--- src/rtl/tdm_mux_rr.sv ---
// N-channel TDM word mux with direct-select and round-robin scan modes.
// Registered output stage with a valid/ready handshake toward one consumer.
//
// state | meaning
// EMPTY | no word held, y_valid=0
// FULL  | word held in y/y_ch/y_last, waiting for y_ready
module tdm_mux_rr #(
  parameter int N  = 4,
  parameter int W  = 8,
  parameter int SW = 2
) (
  input  logic            clk,
  input  logic            rst,
  input  logic            e,
  input  logic            mode,
  input  logic [SW-1:0]   s,
  input  logic [N-1:0]    mask,
  input  logic [N*W-1:0]  d,
  output logic [W-1:0]    y,
  output logic [SW-1:0]   y_ch,
  output logic            y_last,
  output logic            y_valid,
  input  logic            y_ready
);

  typedef enum logic {EMPTY = 1'b0, FULL = 1'b1} state_t;

  state_t          state, state_nxt;
  logic [SW-1:0]   ptr, ptr_nxt;
  logic [W-1:0]    y_nxt;
  logic [SW-1:0]   ch_nxt;
  logic            last_nxt;
  logic            free;
  logic            s_legal;
  logic [W-1:0]    sel_data;
  logic [W-1:0]    scan_data;
  logic [SW-1:0]   scan_ch;
  logic            scan_hit;
  logic [SW-1:0]   top_ch;

  assign free    = (state == EMPTY) | y_ready;
  assign s_legal = int'(s) < N;
  assign y_valid = (state == FULL);

  always_comb begin
    sel_data = '0;
    for (int i = 0; i < N; i++) begin
      if (s == SW'(i)) sel_data = d[i*W +: W];
    end
  end

  // Walk downward so the candidate closest to ptr is the one that survives.
  always_comb begin
    scan_hit = 1'b0;
    scan_ch  = '0;
    for (int k = N - 1; k >= 0; k--) begin
      int idx;
      idx = int'(ptr) + k;
      if (idx >= N) idx = idx - N;
      if (mask[idx]) begin
        scan_hit = 1'b1;
        scan_ch  = SW'(idx);
      end
    end
  end

  always_comb begin
    scan_data = '0;
    for (int i = 0; i < N; i++) begin
      if (scan_ch == SW'(i)) scan_data = d[i*W +: W];
    end
  end

  always_comb begin
    top_ch = '0;
    for (int i = 0; i < N; i++) begin
      if (mask[i]) top_ch = SW'(i);
    end
  end

  always_comb begin
    state_nxt = state;
    y_nxt     = y;
    ch_nxt    = y_ch;
    last_nxt  = y_last;
    ptr_nxt   = ptr;
    if (free) begin
      state_nxt = EMPTY;
      y_nxt     = '0;
      ch_nxt    = '0;
      last_nxt  = 1'b0;
      if (e) begin
        if (!mode) begin
          if (s_legal) begin
            state_nxt = FULL;
            y_nxt     = sel_data;
            ch_nxt    = s;
          end
        end else if (scan_hit) begin
          state_nxt = FULL;
          y_nxt     = scan_data;
          ch_nxt    = scan_ch;
          last_nxt  = (scan_ch == top_ch);
          ptr_nxt   = (int'(scan_ch) == N - 1) ? '0 : scan_ch + 1'b1;
        end
      end
    end
  end

  always_ff @(posedge clk) begin
    if (rst) begin
      state  <= EMPTY;
      y      <= '0;
      y_ch   <= '0;
      y_last <= 1'b0;
      ptr    <= '0;
    end else begin
      state  <= state_nxt;
      y      <= y_nxt;
      y_ch   <= ch_nxt;
      y_last <= last_nxt;
      ptr    <= ptr_nxt;
    end
  end

endmodule

--- config.mk ---
export PLATFORM = sky130hd
export DESIGN_NAME = tdm_mux_rr
export DESIGN_NICKNAME = d
export VERILOG_FILES = /design/src/rtl/tdm_mux_rr.sv
export SDC_FILE = /design/constraint.sdc
export NUM_CORES = 1
export LEC_CHECK = 0
export CORE_MARGIN = 2
export CORE_UTILIZATION = 47
export CTS_BUF_LIST = sky130_fd_sc_hd__clkbuf_2
export DETAILED_ROUTE_END_ITERATION = 16
export PLACE_DENSITY_LB_ADDON = 0.3
export SLEW_MARGIN = 15
export SYNTH_ARGS = -nofsm -noshare
export SYNTH_HDL_FRONTEND = slang
export SYNTH_SLANG_ARGS = --single-unit
--- constraint.sdc ---
create_clock -name clk -period 4.51 [get_ports clk]
set_input_delay 0.6765 -clock clk [delete_from_list [all_inputs] [get_ports clk]]
set_output_delay 0.6765 -clock clk [all_outputs]
set_load 0.02 [all_outputs]
Word level (Yosys, flattened, before mapping)
Index checks and enable logic that the tools add are counted.

word-level totals
  output and inout port bits = 12
  register bits = 14
  bits of input ports = 43
  word-level logic and storage cells = 82

operators by class
  $lt $le $gt $ge = 8
  reduce and logical (&&, ||, !) cells = 3
  eq/ne operators = 8
  bitwise operators = 2
  mux-type cells = 48
  add/sub/neg operators = 8

operator list
  operator               number
  $lt A32 B4 Y1 const B  4
  $mux W32               4
  $mux W8                11
  $mux W2                10
  $mux W1                19
  $sub A3 B3 Y4 const B  3
  $ge A3 B3 Y1 const B   3
  $bmux W1 S2            4
  $eq A2 B2 Y1 const B   4
  $add A2 B2 Y3 const B  2
  $eq A2 B1 Y1 const B   3
  $logic_not A2 Y1       2
  $reduce_and A4 Y1      1
  $sub A2 B3 Y4 const B  1
  $add A2 B1 Y3 const B  1
  $ge A2 B3 Y1 const B   1
  $add A2 B1 Y2 const B  1
  $eq A2 B2 Y1           1
  $not A1 Y1             1
  $or A1 B1 Y1           1

Longest topological paths before layout
  word-level depth = 18
  mapped depth = 12
  mapped depth without buffers = 9

Worst setup path before layout
OpenSTA, ideal clock, no wires.

  path kind = input port to flip-flop
  from = input port mask[2]
  to = register y[3]
  library setup time = 0.126 ns
  buffers on the path = 2
  data arrival time = 2.333 ns
  setup slack = 2.051 ns
  cell stages on the path = 11
  cell sequence = mux2i_1 -> nor2_1 -> nor3_1 -> inv_1 -> ha_1 -> clkbuf_1 -> clkbuf_1 -> a211oi_1 -> o21ai_0 -> a31oi_1 -> o21ai_0

on the way
  longest elaborated chain between the ends = 15
  elaborated cells between the ends (all ways) = 31
  classes of those cells = eq/ne (3); mux (27); reduce/logical (1)

ends and longest elaborated chain
  element                                     line  RTL
  start, declared                             17    input logic [N-1:0] mask,
  $bmux W1 S2                                 60    if (mask[idx]) begin
  $mux W1 (not written as such) (2 in a row)  60
  $mux W2 (4 in a row)                        60
  $logic_not A2 Y1                            70    if (scan_ch == SW'(i)) scan_data = d[i*W +: W];
  $mux W8 (4 in a row)                        70
  $mux W8 (*)                                 99    end else if (scan_hit) begin
  $mux W8 (*)                                 93    if (!mode) begin
  $mux W8 (*)                                 92    if (e) begin
  end signal, assigned                        119   y <= y_nxt;
  end, declared                               19    output logic [W-1:0] y,

Mark *: on every way between the ends. The rest lies on a longest branch, timed or not. The select of a mux whose other input is x is not followed.
A chain may end at the register's enable or synchronous reset.

Worst setup path after layout
  from = input port mask[2]
  to = register y[5]

Same word-level chain as after synthesis.

==> results.tsv <==
metric	value	unit
rows	18	
synth.distinct_cells	34	
syn_inst	164	
stdcell_count	237	
cp.depth	9	
ys_async_sr_fraction	0	%
synth.area.top_cells	dfxtp_1 (22%), mux4_2 (14%), a21oi_1 (9.0%)	
r2r_cells	8	
cts-root-buf	clkbuf_2	
wl_per_cell	14.7	um
worstSetupPathType	in -> reg	
synthesis.area	1270	um2
final.setup.worst_slack	1.50	ns
worst_slew_margin_rel	51.3	%
nNetsFinal	256	
synth-seq-area-share	22.0	%
start_kind	input pin	
coreArea	2520	um2
clkSinkCount	14	
cts_tree	built	
end_kind	register	
rrSetupSlack	1.92	ns
irDropWorstVdd	0.174	mV
clock.fmax	333	MHz
cts_max_level	1	
r2r-start	ptr[1]	
dieWidth	56.1	um
antenna_found_initial	0	
cts_hold_repair.buffers	0	
drc	0	
cts_made_buffers	3	
slowest_delay	0.53	ns
num_vias	1394	
ys_ff_latch	14	
synth_nets	211	
vias_per_cell	5.88	
initial_core_util	50.5	%
pre_cts_slack	1.24	ns
crit_start	mask[2]	
syn_to_final_growth	42.2	%
drt_iter0_markers	33	
grt-ovfl-total	0	
crit_slowest_cell	ha_1	
fin_crit	3.01	ns
synth_edf_count	0	
hpwlAfterDp	2730	um
io_buffers	54	
synth_top_area_share	22.0	%
cap_violations	0	
gp_congestion	0.876	
dp.cells	234	
crit_fanout	16	
grt_pass1_vias	1334	
critPathTopFamily	compound AO/OA/AOI/OAI gates	
finalHoldViolCount	0	
post-cts-setup-buffer-count	0	
grt_pass1_wl	5700	um
diodes	0	
syn_area_per_cell	7.77	um2
setup_tns	0	ns
yosys-top-cells-count	nand2_1 (24), a21oi_1 (23), dfxtp_1 (14)	
worstPathArrival	3.24	ns
hold_class	reg -> reg	
fin_crit_sh	66.7	%
grt_max_degree	21	
die_area	3140	um2
finalInstanceArea	1810	um2
finClkSkew	0.00614	ns
crit_buf_inv	1	
required	4.74	ns
clkTransAtPathRegs	0.13	ns
status	completed	
reg2reg_to	y[5]	
postLayoutCoreUtil	71.8	%
power_density	201	nW/um2
ant_nets	0	
drv_slew	0	
layout-drive-gt1-share	6.28	%
routed_wl	3490	um
placed_cell_area	1800	um2
worst_pin_slew	0.728	ns
yosys.area.top_type	dfxtp_1	
track_usage	22.6	%
yosysWarnings	0	
crit_end	y[5]	
cts_buffer_depth	2	
min_from	y[3]	
ios	55	
setup_viol	0	
worstSkewPairLatency	0.28	ns
cts_resized	0	
p_leak	0.682	nW
synth.most_common_cell	nand2_1	
die_h	56.1	um
rsz0062_at_grt	false	
path_cells	clkdlybuf4s50_1 > mux2i_1 > nor2_1 > nor3_1 > ha_1 > a21oi_1 > a221o_1 > a311oi_1 > a21o_1	
drtPass1Iterations	4	
yosys_most_used_dff	dfxtp_1	
-- cell families after synthesis --
logic type	after synthesis	synth area share [%]
flops	14	22.0
fa+ha+maj	4	3.93
buf+inv	27	8.15
compound gates	55	28.0
mux	10	15.7
simple gates	54	22.2
-- metal layers --
metal / track usage (%) / wire, um / vias up
li1: - / - / 688
met1: 25.7 / 1400 / 644
met2: 42.2 / 1820 / 56
met3: 3.49 / 218 / 6
met4: 7.82 / 53 / 0
met5: 0 / 0 / -
-- layout make-up --
type | instances | area (um2)
Clock buffer | 3 | 15.0
Fill cell | 222 | 711
Inverter | 13 | 48.8
Multi-Input combinational cell | 123 | 890
Sequential cell | 14 | 280
Tap cell | 30 | 37.5
Timing Repair Buffer | 54 | 541
-- how the worst min path moves through the flow --
stage | cells past startpoint | to
finish | 2 | y[3]
global route | 1 | y[7]
CTS | 2 | y[4]
detailed placement | 2 | y[3]
global placement | 2 | y[6]
floorplan | 2 | ptr[0]
-- worst min-delay path, delay by kind of cell (launching register included) --
kind               cells  cell delay, ns
AOI/OAI and AO/OA      1            0.05
DFF                    1            0.35
and+or+nand+nor        1            0.04
-- power breakdown --
group | leakage (nW) | switching, mW | internal (mW)
logic | 0.555 | 0.0791 | 0.0889
registers | 0.115 | 0.00552 | 0.132
clock network | 0.0125 | 0.0413 | 0.0181
-- layout by cell type (no fill, tap or decap), types with 3 or more instances in the layout --
| master | instances |
|---|---|
| clkdlybuf4s50_1 | 54 |
| nand2_1 | 24 |
| a21oi_1 | 23 |
| dfxtp_1 | 14 |
| inv_1 | 13 |
| nor2_1 | 12 |
| mux4_2 | 8 |
| o21ai_0 | 7 |
| o31ai_1 | 4 |
| ha_1 | 4 |
| nor3b_1 | 3 |
| nor2b_1 | 3 |
| nand3b_1 | 3 |
| a221o_1 | 3 |
| a311oi_1 | 3 |
| a21o_1 | 3 |
| o211ai_1 | 3 |
| clkbuf_2 | 3 |
-- sequential cells by signal, summed over array words and instances (netlist names) --
signal	flops
y_last	1
y	8
ptr	2
y_ch	2
y_valid	1
-- per-stage QoR --
step / total power, mW / hold slack [ns]
5_1_grt: 0.385 / 0.496
2_1_floorplan: 0.236 / 0.515
3_3_place_gp: 0.301 / 0.437
4_1_cts: 0.366 / 0.470
6_report: 0.365 / 0.469
3_5_place_dp: 0.307 / 0.443
No activity file was read; power rests on OpenSTA's default activity.
